--- config.mk ---
export PLATFORM = sky130hd
export DESIGN_NAME = uart_tx_arbiter
export DESIGN_NICKNAME = d
export VERILOG_FILES = /design/src/rtl/uart_pkg.sv /design/src/rtl/rr_pick.sv /design/src/rtl/uart_tx_arbiter.sv
export SDC_FILE = /design/constraint.sdc
export NUM_CORES = 1
export LEC_CHECK = 0
export CAP_MARGIN = 20
export CELL_PAD_IN_SITES_DETAIL_PLACEMENT = 1
export CELL_PAD_IN_SITES_GLOBAL_PLACEMENT = 1
export CORE_MARGIN = 1
export CORE_UTILIZATION = 35
export CTS_BUF_LIST = sky130_fd_sc_hd__clkbuf_16
export DETAILED_ROUTE_END_ITERATION = 12
export GPL_TIMING_DRIVEN = 0
export PLACE_DENSITY_LB_ADDON = 0.1
export REMOVE_ABC_BUFFERS = 1
export SYNTH_ARGS = -nofsm -noshare
export SYNTH_HDL_FRONTEND = slang
export SYNTH_HIERARCHICAL = 1
export SYNTH_SLANG_ARGS = --single-unit
--- constraint.sdc ---
create_clock -name clk -period 6.39 [get_ports clk]
set_input_delay 1.278 -clock clk [delete_from_list [all_inputs] [get_ports clk]]
set_output_delay 1.278 -clock clk [all_outputs]
set_load 0.02 [all_outputs]
--- src/rtl/uart_pkg.sv ---
// Shared constants and state encoding for the uart transmit path.
package uart_pkg;

  localparam int unsigned DATA_W = 8;

  typedef enum logic {
    ST_IDLE   = 1'b0,
    ST_LOCKED = 1'b1
  } arb_state_e;

endpackage

--- src/rtl/rr_pick.sv ---
// Combinational rotating-priority picker: first set request at or after ptr, modulo N.
module rr_pick #(
  parameter  int unsigned N  = 2,
  localparam int unsigned PW = (N > 1) ? $clog2(N) : 1
) (
  input  logic [N-1:0]  req,
  input  logic [PW-1:0] ptr,
  output logic [PW-1:0] idx,
  output logic          any
);

  logic [PW-1:0] cand;

  always_comb begin
    idx  = '0;
    any  = 1'b0;
    cand = '0;
    for (int unsigned k = 0; k < N; k++) begin
      cand = PW'((32'(ptr) + k) % N);
      if (!any && req[cand]) begin
        any = 1'b1;
        idx = cand;
      end
    end
  end

endmodule

--- src/rtl/uart_tx_arbiter.sv ---
// Message-level round-robin arbiter sharing one uart transmitter among N_REQ
// requesters, with a stall watchdog that revokes an abandoned grant.
module uart_tx_arbiter
  import uart_pkg::*;
#(
  parameter  int unsigned N_REQ   = 2,
  parameter  int unsigned TIMEOUT = 1024,
  localparam int unsigned GW      = (N_REQ > 1) ? $clog2(N_REQ) : 1
) (
  input  logic                    clk,
  input  logic                    rst,
  input  logic [N_REQ-1:0]        req_valid,
  input  logic [DATA_W*N_REQ-1:0] req_data,
  input  logic [N_REQ-1:0]        req_last,
  output logic [N_REQ-1:0]        req_ready,
  output logic                    tx_valid,
  output logic [DATA_W-1:0]       tx_data,
  input  logic                    tx_ready,
  output logic                    busy,
  output logic [GW-1:0]           grant_id,
  output logic                    timeout_pulse
);

  localparam int unsigned CW    = (TIMEOUT == 0) ? 1 : $clog2(TIMEOUT + 1);
  localparam int unsigned LIMIT = (TIMEOUT == 0) ? 0 : TIMEOUT - 1;

  arb_state_e        state_q, state_d;
  logic [GW-1:0]     grant_q, grant_d;
  logic [GW-1:0]     ptr_q, ptr_d;
  logic [CW-1:0]     stall_cnt_q, stall_cnt_d;
  logic              timeout_q, timeout_d;

  logic [DATA_W-1:0] data_arr [N_REQ];
  logic [GW-1:0]     pick_idx;
  logic              pick_any;
  logic              locked;
  logic              sel_valid;
  logic              sel_last;
  logic              xfer;
  logic [GW-1:0]     ptr_wrap;
  logic [CW:0]       stall_nxt;
  logic              stall_hit;
  logic [CW-1:0]     stall_inc;

  for (genvar i = 0; i < N_REQ; i++) begin : g_data
    assign data_arr[i] = req_data[DATA_W*i +: DATA_W];
  end

  rr_pick #(
    .N (N_REQ)
  ) u_pick (
    .req (req_valid),
    .ptr (ptr_q),
    .idx (pick_idx),
    .any (pick_any)
  );

  // Granted requester is wired straight through to the uart; nothing is driven while idle.
  assign locked    = (state_q == ST_LOCKED);
  assign sel_valid = req_valid[grant_q];
  assign sel_last  = req_last[grant_q];
  assign tx_valid  = locked && sel_valid;
  assign tx_data   = locked ? data_arr[grant_q] : '0;
  assign req_ready = (locked && tx_ready) ? (N_REQ'(1) << grant_q) : '0;
  assign xfer      = tx_valid && tx_ready;

  assign busy          = locked;
  assign grant_id      = grant_q;
  assign timeout_pulse = timeout_q;

  assign ptr_wrap  = (grant_q == GW'(N_REQ - 1)) ? '0 : grant_q + GW'(1);
  assign stall_nxt = {1'b0, stall_cnt_q} + (CW + 1)'(1);
  assign stall_hit = (stall_nxt >= (CW + 1)'(LIMIT));
  assign stall_inc = (stall_cnt_q == '1) ? stall_cnt_q : stall_nxt[CW-1:0];

  always_comb begin
    state_d     = state_q;
    grant_d     = grant_q;
    ptr_d       = ptr_q;
    stall_cnt_d = stall_cnt_q;
    timeout_d   = 1'b0;
    case (state_q)
      ST_IDLE: begin
        if (pick_any) begin
          state_d     = ST_LOCKED;
          grant_d     = pick_idx;
          stall_cnt_d = '0;
        end
      end
      ST_LOCKED: begin
        if (xfer) begin
          stall_cnt_d = '0;
          if (sel_last) begin
            state_d = ST_IDLE;
            ptr_d   = ptr_wrap;
          end
        end else if (!sel_valid && (TIMEOUT != 0)) begin
          // Only cycles with no byte offered count; uart back-pressure is not a stall.
          stall_cnt_d = stall_inc;
          if (stall_hit) begin
            state_d     = ST_IDLE;
            ptr_d       = ptr_wrap;
            stall_cnt_d = '0;
            timeout_d   = 1'b1;
          end
        end
      end
      default: state_d = ST_IDLE;
    endcase
  end

  always_ff @(posedge clk or posedge rst) begin
    if (rst) begin
      state_q     <= ST_IDLE;
      grant_q     <= '0;
      ptr_q       <= '0;
      stall_cnt_q <= '0;
      timeout_q   <= 1'b0;
    end else begin
      state_q     <= state_d;
      grant_q     <= grant_d;
      ptr_q       <= ptr_d;
      stall_cnt_q <= stall_cnt_d;
      timeout_q   <= timeout_d;
    end
  end

endmodule

Word level (Yosys, flattened, before mapping)
Cells that the tools add are included.
{ "totals": {"output_inout_bits": 14, "reg_bits": 15} }
{ "op_classes": {"n_mux": 38, "n_reduce_logical": 9, "n_lt_le_gt_ge": 5, "shift": 1, "add_sub_neg": 3, "bitwise": 2, "eq_ne": 6} }
{ "ops": {"columns": ["cell", "n"], "rows": [
  ["$mux 11", 5],
  ["$mux 8", 4],
  ["$mux 1", 26],
  ["$pmux 11 s2", 1],
  ["$add 11x1->12 const B", 1],
  ["$ge 12x10->1 const B", 1],
  ["$eq 11x11->1 const B", 1],
  ["$lt 1x2->1 const B", 3],
  ["$logic_and 1x1->1", 4],
  ["$ne 2x2->1 const B", 2],
  ["$ne 4x4->1 const B", 1],
  ["$reduce_and 4->1", 1],
  ["$ne 3x2->1 const B", 1],
  ["$reduce_and 3->1", 1],
  ["$add 1x1->1 const B", 2],
  ["$ge 2x2->1 const B", 1],
  ["$mux 2", 1],
  ["$ne 2x1->1 const B", 1],
  ["$not 1->2", 1],
  ["$pmux 1 s2", 1],
  ["$reduce_and 2->1", 1],
  ["$reduce_bool 2->1", 1],
  ["$shl 1x1->2 const A", 1],
  ["$logic_not 1->1", 1],
  ["$not 1->1", 1]
]} }

Logic depth before layout (Yosys ltp)
{ "depth": {"ltp_word": 8, "ltp_mapped": 8, "ltp_nobuf": 7} }

Cells and area by module
The synthesis kept the hierarchy.
{ "by_module_without_submodules": {"columns": ["mod", "cells_per_inst", "area_each_um2", "seq_area_each_um2", "n_inst"], "rows": [
  ["uart_tx_arbiter", 125, 1083.5, 375.4, 1],
  ["rr_pick", 3, 17.5, 0.0, 1]
]} }

Worst setup path after synthesis
OpenSTA, ideal clock, no wires.
{ "synth_path": {"path_type": "in2out", "start": "input req_valid[1]", "end": "output tx_valid", "stages": 2, "n_path_buf": 0, "arrival_ns": 1.647, "required_ns": 5.112, "slack_ns": 3.465, "path_cell_list": "mux2i_4 nor2_1"} }
{ "synth_between": {"elab_chain_len": 3} }
{ "synth_lines": {"columns": ["item", "line", "text"], "rows": [
  ["from (decl)", "uart_tx_arbiter.sv:12", "input logic [N_REQ-1:0] req_valid,"],
  ["$mux 1 (not written as such) (2 in a row)", "uart_tx_arbiter.sv:60", "assign sel_valid = req_valid[grant_q];"],
  ["$logic_and 1x1->1", "uart_tx_arbiter.sv:62", "assign tx_valid = locked && sel_valid;"],
  ["to (decl)", "uart_tx_arbiter.sv:16", "output logic tx_valid,"]
]} }
Every way passes these cells. The select of a mux whose other input is x is not followed.

Worst setup path in the final report
Same ends and word-level chain as after synthesis.

==> reports/results.md <==
| Result | Reported |
|---|---|
| Hold Path Class | reg2reg |
| Count of port buffers added during placement | 36 |
| Total negative setup slack | 0 ps |
| Num CTS Buffers | 3 |
| Via count of the first global-routing pass | 1166 |
| Remaining DRCs | 0 |
| Prevailing post-synth register cell | sky130_fd_sc_hd__dfrtp_1 |
| First-pass GRT wire length | 5.29 mm |
| Die Area | 3370 um^2 |
| Vertical die dimension | 58.1 um |
| Worst Hold Path Cells | 2 |
| Congestion Overflow GR | 0 |
| Number of flip-flops and latches in the synthesized netlist | 15 |
| Minimum clock period | 3950 ps |
| Number of enable-type register cells in the synthesized netlist | 0 |
| Slew at the pin closest to its max-slew limit | 820 ps |
| Buffer type at the clock tree root | sky130_fd_sc_hd__clkbuf_16 |
| Endpoint type of the worst setup path | output port |
| I/O pin cnt | 37 |
| Normalized max-slew margin | 45.0% |
| Data required time of the critical path | 5110 ps |
| Top cell by count, worst path | sky130_fd_sc_hd__clkdlybuf4s50_1 |
| H-tree depth | 1 |
| Power per cell area | 351 nW/um^2 |
| Area inside the core boundary | 2880 um^2 |
| Proportion of register bits with asynchronous set or reset after synthesis | 100% |
| Initial core utilization | 38.3% |
| Type of the setup path with the least slack | in2out |
| Post-detailed-route via-to-cell ratio | 5.21 |
| Global Route Usage Sum | 20.2% |
| Drt wl/cell | 14.8 um |
| Max VDD drop | 0.179 mV |
| Arrival time at the worst endpoint | 2670 ps |
| Final count of pins violating max slew | 0 |
| Clock latency at the later pin of the worst-skew pair | 240 ps |
| Number of setup violations in the final report | 0 |
| Worst clock skew on the final layout | 1.04 ps |
| Synthesized cell area | 1100 um^2 |
| Starting DRT DRC Count | 25 |
| Number of nets at the end of the flow | 189 |
| Cell with the largest stage delay on the worst path | sky130_fd_sc_hd__clkdlybuf4s50_1 |
| Share of synthesized area occupied by flip-flops and latches | 34.1% |
| Total vias in the final route | 1069 |
| Ratio of cells with drive above 1 in the final layout | 8.59% |
| Path length in cells of the critical path | 4 |
| Post-DP HPWL | 2.25 mm |
| Number of setup buffers added after CTS | 0 |
| FF+latch area | 375 um^2 |
| Mapped Avg Cell Area | 8.60 um^2 |
| Number of distinct library cell variants in the gate-level netlist after synthesis | 40 |
| Routed Wire Length | 3.03 mm |
| TritonCTS clock tree | yes |
| Longest individual stage delay on the worst path | 610 ps |
| Floorplan die width | 58.1 um |
| Reg-to-reg endpoint | stall_cnt_q[8]$_DFFE_PP0P_ |
| Clock edge transition at the registers on the reported setup and hold paths | 50 ps |
| Antenna violations before repair | 0 |
| Pin count of the biggest net entering global routing | 16 |
| Unrepaired setup endpoints after global routing | false |
| Terminating pin of the worst hold path | ptr_q$_DFFE_PP0P_ |
| Clock Sink Count | 15 |
| Critical path buffers and inverters | 2 |
| Status | completed |
| CP top delay family | buffers and inverters |
| Beginning of the worst hold path | ptr_q$_DFFE_PP0P_ |
| Final core occ | 54.2% |
| Max Fclk | 0.253 GHz |
| Layout fillers | 352 |
| Endpoints failing hold | 0 |
| Reg-to-reg startpoint | grant_id$_DFFE_PP0P_ |
| Count of inserted antenna diode cells | 0 |
| 1st-pass router iterations | 4 |
| Static leakage power | 0.677 nW |
| RD Place Congestion | 0.718 |
| Maximum fanout along the worst path | 8 |
| Clock tree buffer depth | 2 |
| Critical Path, Cell by Cell | clkdlybuf4s50_1, mux2i_4, nor2_1, clkdlybuf4s50_1 |
| Setup slack of the most critical reg-to-reg path | 3780 ps |
| Count of cells along the worst register-to-register path | 6 |
| Category of the worst setup path launch point | input port |
| Mapped Cells | 128 |
| Multi-input combinational cell area | 662 um^2 |
| Final clock period utilization by the worst path | 61.8% |
| Number of buffers inserted by hold repair at cts | 0 |
| Cell Rows | 19 |
| Antenna-violating nets left | 0 |
| Area added between synthesis and finish | 41.6% |
| Quantity of gates resized following cts | 0 |
| Number of maximum-capacitance violations | 0 |
| Total of warnings raised by yosys | 6 |
==> logic make-up (layout without fill, tap and decap cells) <==
family	Yosys count	count (layout)	synth area share [%]
compound gates	25	25	15.6
xor+xnor	5	5	3.98
fa+ha+maj	2	2	2.27
buf+inv	13	48	5.80
flops	15	15	34.1
mux	13	13	13.3
simple gates	55	55	25.0
==> registers in the layout, summed over array words and instances (netlist names) <==
register,count
ptr_q,1
timeout_pulse,1
stall_cnt_q,11
grant_id,1
busy,1
==> worst max path at each step <==
stage	start	end	slack [ps]
after CTS	req_valid[1]	tx_valid	2420
after detailed placement	req_valid[1]	tx_valid	2420
after global placement	req_valid[1]	tx_valid	2430
final	req_valid[1]	tx_valid	2440
after global routing	req_valid[1]	tx_valid	2350
after floorplan	req_valid[1]	tx_valid	3440
==> where the power goes <==
group	internal, mW	leakage [nW]	switching (mW)
clock network	0.0829	0.0423	0.0383
logic	0.130	0.436	0.146
registers	0.111	0.200	0.0388
==> through the flow <==
step	cell area [um^2]	power, mW	hold WS [ps]	setup slack, ps	instances
finish	1560	0.546	533	2440	205
global route	1560	0.581	580	2350	205
CTS	1560	0.553	535	2420	205
detailed placement	1480	0.427	527	2420	201
global placement	1480	0.418	511	2430	201
floorplan	1070	0.306	488	3440	123
==> routing by layer <==
metal  track usage (%)  routed length [um]  vias up  part of all wire [%]
met4              3.40                  36        0                   1.2
li1                  -                   -      515                     -
met2              36.3                1580       26                    52
met5                 0                   0        -                     0
met1              24.4                1270      524                    42
met3              5.58                 134        4                   4.4
==> layout make-up <==
type | instances | share of cell area, %
multi-input cells | 100 | 42.5
flip-flops and latches | 15 | 24.1
repair buffers | 36 | 23.1
clock buffers | 3 | 4.82
well taps | 42 | 3.37
inverters | 8 | 1.93
clock inverters | 1 | 0.241
==> tightest hold or removal path: stages (launching register included) <==
cell and delay, ps:
sky130_fd_sc_hd__dfrtp_1 370, sky130_fd_sc_hd__inv_1 60, sky130_fd_sc_hd__mux2i_1 60
==> Yosys cell counts (2+ instances only) <==
library cell / instances / area share, %
sky130_fd_sc_hd__a21o_1: 2 / 1.4
sky130_fd_sc_hd__xor2_1: 2 / 1.6
sky130_fd_sc_hd__dfrtp_1: 15 / 34
sky130_fd_sc_hd__a31oi_1: 2 / 1.1
sky130_fd_sc_hd__inv_1: 8 / 2.7
sky130_fd_sc_hd__nand2_1: 15 / 5.1
sky130_fd_sc_hd__a211o_1: 2 / 1.6
sky130_fd_sc_hd__mux2_2: 3 / 3.1
sky130_fd_sc_hd__mux2i_1: 9 / 8.2
sky130_fd_sc_hd__ha_1: 2 / 2.3
sky130_fd_sc_hd__xnor2_1: 3 / 2.4
sky130_fd_sc_hd__clkbuf_1: 3 / 1.0
sky130_fd_sc_hd__nor2_1: 15 / 5.1
sky130_fd_sc_hd__or3_1: 2 / 1.1
sky130_fd_sc_hd__nand3_1: 3 / 1.4
sky130_fd_sc_hd__and2_1: 3 / 1.7
sky130_fd_sc_hd__a21oi_1: 4 / 1.8
sky130_fd_sc_hd__o21ai_1: 4 / 1.8
sky130_fd_sc_hd__nand4_1: 4 / 2.3
sky130_fd_sc_hd__nor3_1: 2 / 0.91
sky130_fd_sc_hd__nand2b_1: 3 / 1.7
sky130_fd_sc_hd__buf_6: 2 / 2.0
sky130_fd_sc_hd__o21ai_0: 3 / 1.4
==> layout by cell type, fill, tap and decap left out, drive strengths merged, types with 3 or more instances in the layout <==
cell and n:
dfrtp 15, nand3 3, nand4 4, nand2b 3, a21oi 4, clkdlybuf4s50 36
o21ai 7, mux2i 10, nor2 16, and2 3, nor3 3, inv 9
clkbuf 3, mux2 3, nand2 16, xnor2 3
No activity file was read; power rests on OpenSTA's default activity.
